$ cat src/rtl/dma_src_mc_if.sv
`timescale 1ns/1ps
`default_nettype none
// +--------------------------------------------------------------------------+
// | Module   : dma_src_mc_if                                                 |
// | Purpose  : Shared packet-bus bundle between the multi-channel DMA source |
// |            and the bus arbiter / sink.                                   |
// | Signals  : req     - bus request (source -> arbiter)                     |
// |            grant   - bus grant   (arbiter -> source)                     |
// |            ready   - sink accepts the presented word                     |
// |            valid   - data/pkt_end/ch_id meaningful                       |
// |            data    - current word                                        |
// |            pkt_end - current word is the last of its packet              |
// |            ch_id   - channel whose packet is being sent                  |
// | Revision : 1.0 - initial release                                         |
// +--------------------------------------------------------------------------+
interface dma_src_mc_if #(
  parameter int DSIZE = 32,
  parameter int NCH   = 2
);
  localparam int CBITS = $clog2(NCH);

  logic             req;
  logic             grant;
  logic             ready;
  logic             valid;
  logic [DSIZE-1:0] data;
  logic             pkt_end;
  logic [CBITS-1:0] ch_id;

  // Source side
  modport master (
    output req, valid, data, pkt_end, ch_id,
    input  grant, ready
  );

  // Arbiter / sink side
  modport slave (
    input  req, valid, data, pkt_end, ch_id,
    output grant, ready
  );
endinterface
`default_nettype wire

$ cat src/rtl/dma_src_mc.sv
`timescale 1ns/1ps
`default_nettype none
// +--------------------------------------------------------------------------+
// | Module   : dma_src_mc                                                    |
// | Purpose  : Multi-channel DMA packet source. One packet buffer per        |
// |            channel is filled through a write port; committed packets are |
// |            picked round-robin and streamed onto a shared req/grant bus   |
// |            under ready, with a pkt_end marker on the final word.         |
// | Ports    : p_clk    - clock, rising edge                                 |
// |            rst      - synchronous active-high reset                      |
// |            wr_en/wr_ch/wr_data/wr_last - buffer write port               |
// |            wr_busy  - per channel: packet committed or in flight         |
// |            wr_err   - one-cycle pulse: last write was dropped            |
// |            pkt_done - one-cycle pulse per channel: packet fully sent     |
// |            bus      - packet bus (master modport)                        |
// | Revision : 1.0 - initial release                                         |
// +--------------------------------------------------------------------------+
module dma_src_mc #(
  parameter  int DSIZE = 32,
  parameter  int PSIZE = 4,
  parameter  int NCH   = 2,
  localparam int PBITS = $clog2(PSIZE),
  localparam int CBITS = $clog2(NCH)
) (
  input  wire logic             p_clk,
  input  wire logic             rst,
  input  wire logic             wr_en,
  input  wire logic [CBITS-1:0] wr_ch,
  input  wire logic [DSIZE-1:0] wr_data,
  input  wire logic             wr_last,
  output logic      [NCH-1:0]   wr_busy,
  output logic                  wr_err,
  output logic      [NCH-1:0]   pkt_done,
  dma_src_mc_if.master          bus
);

  // Pointers/lengths carry one extra bit so a full PSIZE length fits.
  localparam int               C_WBITS = PBITS + 1;
  localparam logic [C_WBITS-1:0] C_WLAST = C_WBITS'(PSIZE - 1);
  localparam logic [C_WBITS-1:0] C_ONE   = C_WBITS'(1);

  typedef enum logic [1:0] {
    S_IDLE = 2'd0,
    S_REQ  = 2'd1,
    S_XFER = 2'd2
  } state_t;

  state_t               state_q, state_d;
  logic [DSIZE-1:0]     buf_q  [NCH][PSIZE];
  logic [DSIZE-1:0]     buf_d  [NCH][PSIZE];
  logic [C_WBITS-1:0]   wptr_q [NCH];
  logic [C_WBITS-1:0]   wptr_d [NCH];
  logic [C_WBITS-1:0]   len_q  [NCH];
  logic [C_WBITS-1:0]   len_d  [NCH];
  logic [NCH-1:0]       pend_q, pend_d;
  logic [CBITS-1:0]     sel_q, sel_d;
  logic [C_WBITS-1:0]   rd_q, rd_d;
  logic [CBITS-1:0]     last_ch_q, last_ch_d;
  logic                 wr_err_q, wr_err_d;
  logic [NCH-1:0]       pkt_done_q, pkt_done_d;

  logic [NCH-1:0]       wr_hit;
  logic                 rr_found;
  logic [CBITS-1:0]     rr_win;
  logic                 last_word;

  // One-hot accept per channel; a channel index beyond NCH never hits,
  // so out-of-range writes fall through to wr_err.
  always_comb begin
    wr_hit = '0;
    for (int c = 0; c < NCH; c++) begin
      if (wr_en && (wr_ch == CBITS'(c)) && !pend_q[c]) begin
        wr_hit[c] = 1'b1;
      end
    end
  end

  // Round-robin search starting just after the last channel served.
  always_comb begin
    rr_found = 1'b0;
    rr_win   = '0;
    for (int i = 1; i <= NCH; i++) begin
      if (!rr_found && pend_q[(int'(last_ch_q) + i) % NCH]) begin
        rr_found = 1'b1;
        rr_win   = CBITS'((int'(last_ch_q) + i) % NCH);
      end
    end
  end

  always_comb begin
    buf_d      = buf_q;
    wptr_d     = wptr_q;
    len_d      = len_q;
    pend_d     = pend_q;
    state_d    = state_q;
    sel_d      = sel_q;
    rd_d       = rd_q;
    last_ch_d  = last_ch_q;
    pkt_done_d = '0;
    wr_err_d   = wr_en && !(|wr_hit);
    last_word  = 1'b0;

    bus.req     = 1'b0;
    bus.valid   = 1'b0;
    bus.data    = '0;
    bus.pkt_end = 1'b0;
    bus.ch_id   = '0;

    // Buffer fill; reaching the last slot commits even without wr_last.
    for (int c = 0; c < NCH; c++) begin
      if (wr_hit[c]) begin
        buf_d[c][wptr_q[c][PBITS-1:0]] = wr_data;
        if (wr_last || (wptr_q[c] == C_WLAST)) begin
          len_d[c]  = wptr_q[c] + C_ONE;
          pend_d[c] = 1'b1;
          wptr_d[c] = '0;
        end else begin
          wptr_d[c] = wptr_q[c] + C_ONE;
        end
      end
    end

    case (state_q)
      S_IDLE: begin
        if (rr_found) begin
          sel_d   = rr_win;
          rd_d    = '0;
          state_d = S_REQ;
        end
      end

      S_REQ: begin
        bus.req = 1'b1;
        if (bus.grant) begin
          state_d = S_XFER;
        end
      end

      S_XFER: begin
        last_word   = (rd_q == (len_q[sel_q] - C_ONE));
        bus.valid   = 1'b1;
        bus.ch_id   = sel_q;
        bus.data    = buf_q[sel_q][rd_q[PBITS-1:0]];
        bus.pkt_end = last_word;
        // Release the bus in the same cycle the final word is taken.
        bus.req     = !(last_word && bus.ready);
        if (!bus.grant) begin
          // Lost the bus: re-request and resume from the current word.
          state_d = S_REQ;
        end else if (bus.ready) begin
          rd_d = rd_q + C_ONE;
          if (last_word) begin
            pend_d[sel_q]     = 1'b0;
            pkt_done_d[sel_q] = 1'b1;
            last_ch_d         = sel_q;
            state_d           = S_IDLE;
          end
        end
      end

      default: begin
        state_d = S_IDLE;
      end
    endcase
  end

  // Data storage needs no reset: a cleared pend flag makes its content dead.
  always_ff @(posedge p_clk) begin
    buf_q <= buf_d;
  end

  always_ff @(posedge p_clk) begin
    if (rst) begin
      state_q    <= S_IDLE;
      pend_q     <= '0;
      sel_q      <= '0;
      rd_q       <= '0;
      last_ch_q  <= CBITS'(NCH - 1);
      wr_err_q   <= 1'b0;
      pkt_done_q <= '0;
      for (int c = 0; c < NCH; c++) begin
        wptr_q[c] <= '0;
        len_q[c]  <= '0;
      end
    end else begin
      state_q    <= state_d;
      pend_q     <= pend_d;
      sel_q      <= sel_d;
      rd_q       <= rd_d;
      last_ch_q  <= last_ch_d;
      wr_err_q   <= wr_err_d;
      pkt_done_q <= pkt_done_d;
      for (int c = 0; c < NCH; c++) begin
        wptr_q[c] <= wptr_d[c];
        len_q[c]  <= len_d[c];
      end
    end
  end

  assign wr_busy  = pend_q;
  assign wr_err   = wr_err_q;
  assign pkt_done = pkt_done_q;

endmodule
`default_nettype wire

$ cat src/flat_wrapper.sv
// flat-port wrapper written by rule: the top's interface ports become plain ports
module dma_src_mc_flat 
#(
  parameter  int DSIZE = 32,
  parameter  int PSIZE = 4,
  parameter  int NCH   = 2,
  localparam int PBITS = $clog2(PSIZE),
  localparam int CBITS = $clog2(NCH)
)
  (p_clk, rst, wr_en, wr_ch, wr_data, wr_last, wr_busy, wr_err, pkt_done, bus_req, bus_valid, bus_data, bus_pkt_end, bus_ch_id, bus_grant, bus_ready);
  dma_src_mc_if #(.DSIZE(DSIZE), .NCH(NCH)) bus_i ();
  input  wire logic p_clk;
  input  wire logic rst;
  input  wire logic wr_en;
  input  wire logic [CBITS-1:0] wr_ch;
  input  wire logic [DSIZE-1:0] wr_data;
  input  wire logic wr_last;
  output logic      [NCH-1:0] wr_busy;
  output logic wr_err;
  output logic      [NCH-1:0] pkt_done;
  output wire logic [$bits(bus_i.req)-1:0] bus_req;
  output wire logic [$bits(bus_i.valid)-1:0] bus_valid;
  output wire logic [$bits(bus_i.data)-1:0] bus_data;
  output wire logic [$bits(bus_i.pkt_end)-1:0] bus_pkt_end;
  output wire logic [$bits(bus_i.ch_id)-1:0] bus_ch_id;
  input wire logic [$bits(bus_i.grant)-1:0] bus_grant;
  input wire logic [$bits(bus_i.ready)-1:0] bus_ready;
  assign bus_req = bus_i.req;
  assign bus_valid = bus_i.valid;
  assign bus_data = bus_i.data;
  assign bus_pkt_end = bus_i.pkt_end;
  assign bus_ch_id = bus_i.ch_id;
  assign bus_i.grant = bus_grant;
  assign bus_i.ready = bus_ready;
  dma_src_mc #(.DSIZE(DSIZE), .PSIZE(PSIZE), .NCH(NCH)) u_core (.p_clk(p_clk), .rst(rst), .wr_en(wr_en), .wr_ch(wr_ch), .wr_data(wr_data), .wr_last(wr_last), .wr_busy(wr_busy), .wr_err(wr_err), .pkt_done(pkt_done), .bus(bus_i));
endmodule
$ cat config.mk
export PLATFORM = sky130hd
export DESIGN_NAME = dma_src_mc_flat
export DESIGN_NICKNAME = d
export VERILOG_FILES = /design/src/rtl/dma_src_mc_if.sv /design/src/rtl/dma_src_mc.sv /design/src/flat_wrapper.sv
export SDC_FILE = /design/constraint.sdc
export NUM_CORES = 1
export LEC_CHECK = 0
export ABC_AREA = 1
export CAP_MARGIN = 20
export CORE_UTILIZATION = 46
export DETAILED_ROUTE_END_ITERATION = 10
export SYNTH_ARGS = -nofsm -noshare
export SYNTH_HDL_FRONTEND = slang
export SYNTH_SLANG_ARGS = --single-unit
$ cat constraint.sdc
create_clock -name p_clk -period 3.95 [get_ports p_clk]
set_input_delay 1.185 -clock p_clk [delete_from_list [all_inputs] [get_ports p_clk]]
set_output_delay 1.185 -clock p_clk [all_outputs]
set_load 0.01 [all_outputs]
==> results.json <==
{
  "drtAntennaViolNets": 0,
  "whs_path_depth": 2,
  "clock-sinks": 280,
  "min_from": "u_core.last_ch_q",
  "crit_arrival_ps": 2580,
  "dp.cells": 1313,
  "leakage_nw": 4.67,
  "netlist_area_um2": 11400,
  "outcome": "completed",
  "antenna_found_initial": 1,
  "synthDistinctLibCells": 34,
  "dominantRegCellSynth": "edfxtp_1",
  "place_congestion": 0.784,
  "cts-root-buf": "clkbuf_16",
  "drc": 0,
  "h-tree-depth": 1,
  "firstDrtPassIters": 5,
  "drv_cap": 0,
  "port-buffer-count": 79,
  "layout_commonest_cell": "edfxtp_1",
  "endpoint_kind": "output pin",
  "hold_buffers": 0,
  "synthCells": 945,
  "start_util_pct": 46.9,
  "dp_hpwl_mm": 13.0,
  "path_class": "flip-flop to output pin",
  "syn_nets": 1001,
  "final_cell_mix": "256 x edfxtp_1, 211 x nor2_1, 146 x o21ai_0, 79 x clkdlybuf4s50_1, 66 x o22ai_1",
  "viasPerCell": 5.33,
  "place_ws_ps": 219,
  "vias": 7314,
  "ios": 80,
  "tightest_slew_ps": 674,
  "r2r-end": "u_core.buf_q[152]",
  "yosysSeqAreaShare_pct": 71.4,
  "hold_violations": 0,
  "post-route-util_pct": 56.0,
  "postPlaceCellArea_um2": 12700,
  "first_global_vias": 6903,
  "rsz0062_at_grt": "false",
  "fin_nets": 1080,
  "wl_mm": 25.9,
  "fp.dieH_um": 160,
  "synth-seq-cells": 280,
  "drive_gt1_share_pct": 8.89,
  "crit_path_max_fanout": 61,
  "fin_area_um2": 13700,
  "slew_headroom_pct": 54.9,
  "cts.clk_slew.worst_paths_ps": 60,
  "gr-total-overflow": 0,
  "fin_cells": 1371,
  "setup_viol": 0,
  "synth_edf_count": 256,
  "clock.fmax_mhz": 265,
  "post-route-period-util_pct": 95.4,
  "slew_viol_final": 0,
  "grt_use_total_pct": 20.0,
  "area_growth_pct": 19.3,
  "clk_latency_ps": 540,
  "yosysWarnings": 0,
  "wl_per_cell_um": 18.9,
  "cts_buffer_depth": 3,
  "core-area_um2": 24400,
  "start_kind": "flip-flop",
  "fin_ws_ps": 182,
  "hold_end": "u_core.last_ch_q",
  "worst_clock_skew_ps": 19.6,
  "die-area_um2": 25500,
  "ff2ff_path_depth": 4,
  "async_reset_ff_share_pct": 0,
  "grt_pass1_wl_mm": 39.3,
  "cp.required_ps": 2760,
  "fillers": 2074,
  "synth.avg_cell_area_um2": 12.1,
  "r2r_slack_ps": 1900,
  "irDropWorstVdd_v": 0.000497,
  "die_x_um": 160,
  "cts-buffers-inserted": 28,
  "cts_tree": "built",
  "p_per_area_nw_per_um2": 535,
  "r2r_start": "u_core.wr_busy[0]",
  "hp-class": "flip-flop to flip-flop",
  "drt_iter0_markers": 606,
  "fp-row-count": 57,
  "grt_max_degree": 133,
  "finalCriticalPeriod_ps": 3770,
  "setup_tns_ps": 0
}
-- logic make-up after synthesis --
kind of cell / count (synthesis) / synth area share, %
buf+inv: 99 / 4.39
fa+ha+maj: 17 / 1.86
mux: 1 / 0.0875
flops: 280 / 71.4
simple gates: 292 / 10.3
compound gates: 256 / 12.0
-- metrics by stage --
stage	hold WS [ps]	total power, W
floorplan	449	0.00422
global placement	469	0.00475
detailed placement	472	0.00476
CTS	487	0.00736
global route	513	0.00764
finish	485	0.00731
-- registers in the layout (all words and copies together), names as in the netlist --
name / cells
u_core.state_q: 2
u_core.wptr_q: 6
u_core.sel_q: 1
u_core.last_ch_q: 1
u_core.rd_q: 3
u_core.len_q: 6
u_core.pkt_done: 2
u_core.buf_q: 256
u_core.wr_err: 1
u_core.wr_busy: 2
-- cells in the mapped netlist (14+ instances only) --
library cell	n	area [µm²]
clkbuf_1	16	60.1
ha_1	17	213
edfxtp_1	256	7690
inv_1	38	143
dfxtp_1	24	480
buf_2	18	90.1
nand3_1	14	70.1
nand2_1	42	158
o21ai_0	146	731
o22ai_1	66	413
o21ai_1	28	140
nor2_1	220	826
-- critical path: stages (launching register included) --
cell             delay, ps
dfxtp_4                390
buf_4                  160
buf_12                 250
o21ai_0                140
o22ai_1                200
o21ai_1                 80
nor2_1                 210
clkdlybuf4s50_1        580
-- worst max-delay path by stage --
stage,from,end,slack [ps],depth (start not counted)
after floorplan,wr_ch,u_core.buf_q[128],600,3
after global placement,bus_ready,bus_req,220,5
after detailed placement,bus_ready,bus_req,220,5
after CTS,u_core.len_q[0],bus_req,90,11
after global routing,u_core.sel_q,bus_data[17],1,7
final,u_core.sel_q,bus_data[13],180,7
-- per-layer routing --
layer,vias to the layer above,wire (µm),GRT usage [%]
met5,-,0,0
met4,0,478,5.77
met3,34,1500,3.19
met2,200,12400,32.7
met1,3525,11600,27.7
li1,3555,-,-
-- repair_timing --
action,in CTS,in global routing
endpoints found under the setup margin,1,3
buffers inserted,4,0
cloned,0,1
resized for setup,1,2
-- power breakdown --
group	switching (W)	internal, W	leakage [nW]	total (W)
clock network	0.00107	0.00153	0.441	0.00260
logic	0.000822	0.000540	1.71	0.00136
registers	0.0000369	0.00332	2.52	0.00335
-- final cells by class --
class | instances | area, µm² | share of cell area (%)
antenna | 1 | 2.50 | 0.0183
clock buffer | 38 | 790 | 5.78
clock inverter | 14 | 123 | 0.898
inverter | 42 | 163 | 1.19
multi-input combinational | 566 | 2830 | 20.8
sequential | 280 | 8170 | 59.9
tap | 324 | 405 | 2.97
timing repair buffer | 106 | 1160 | 8.50
No activity file was read; power rests on OpenSTA's default activity.
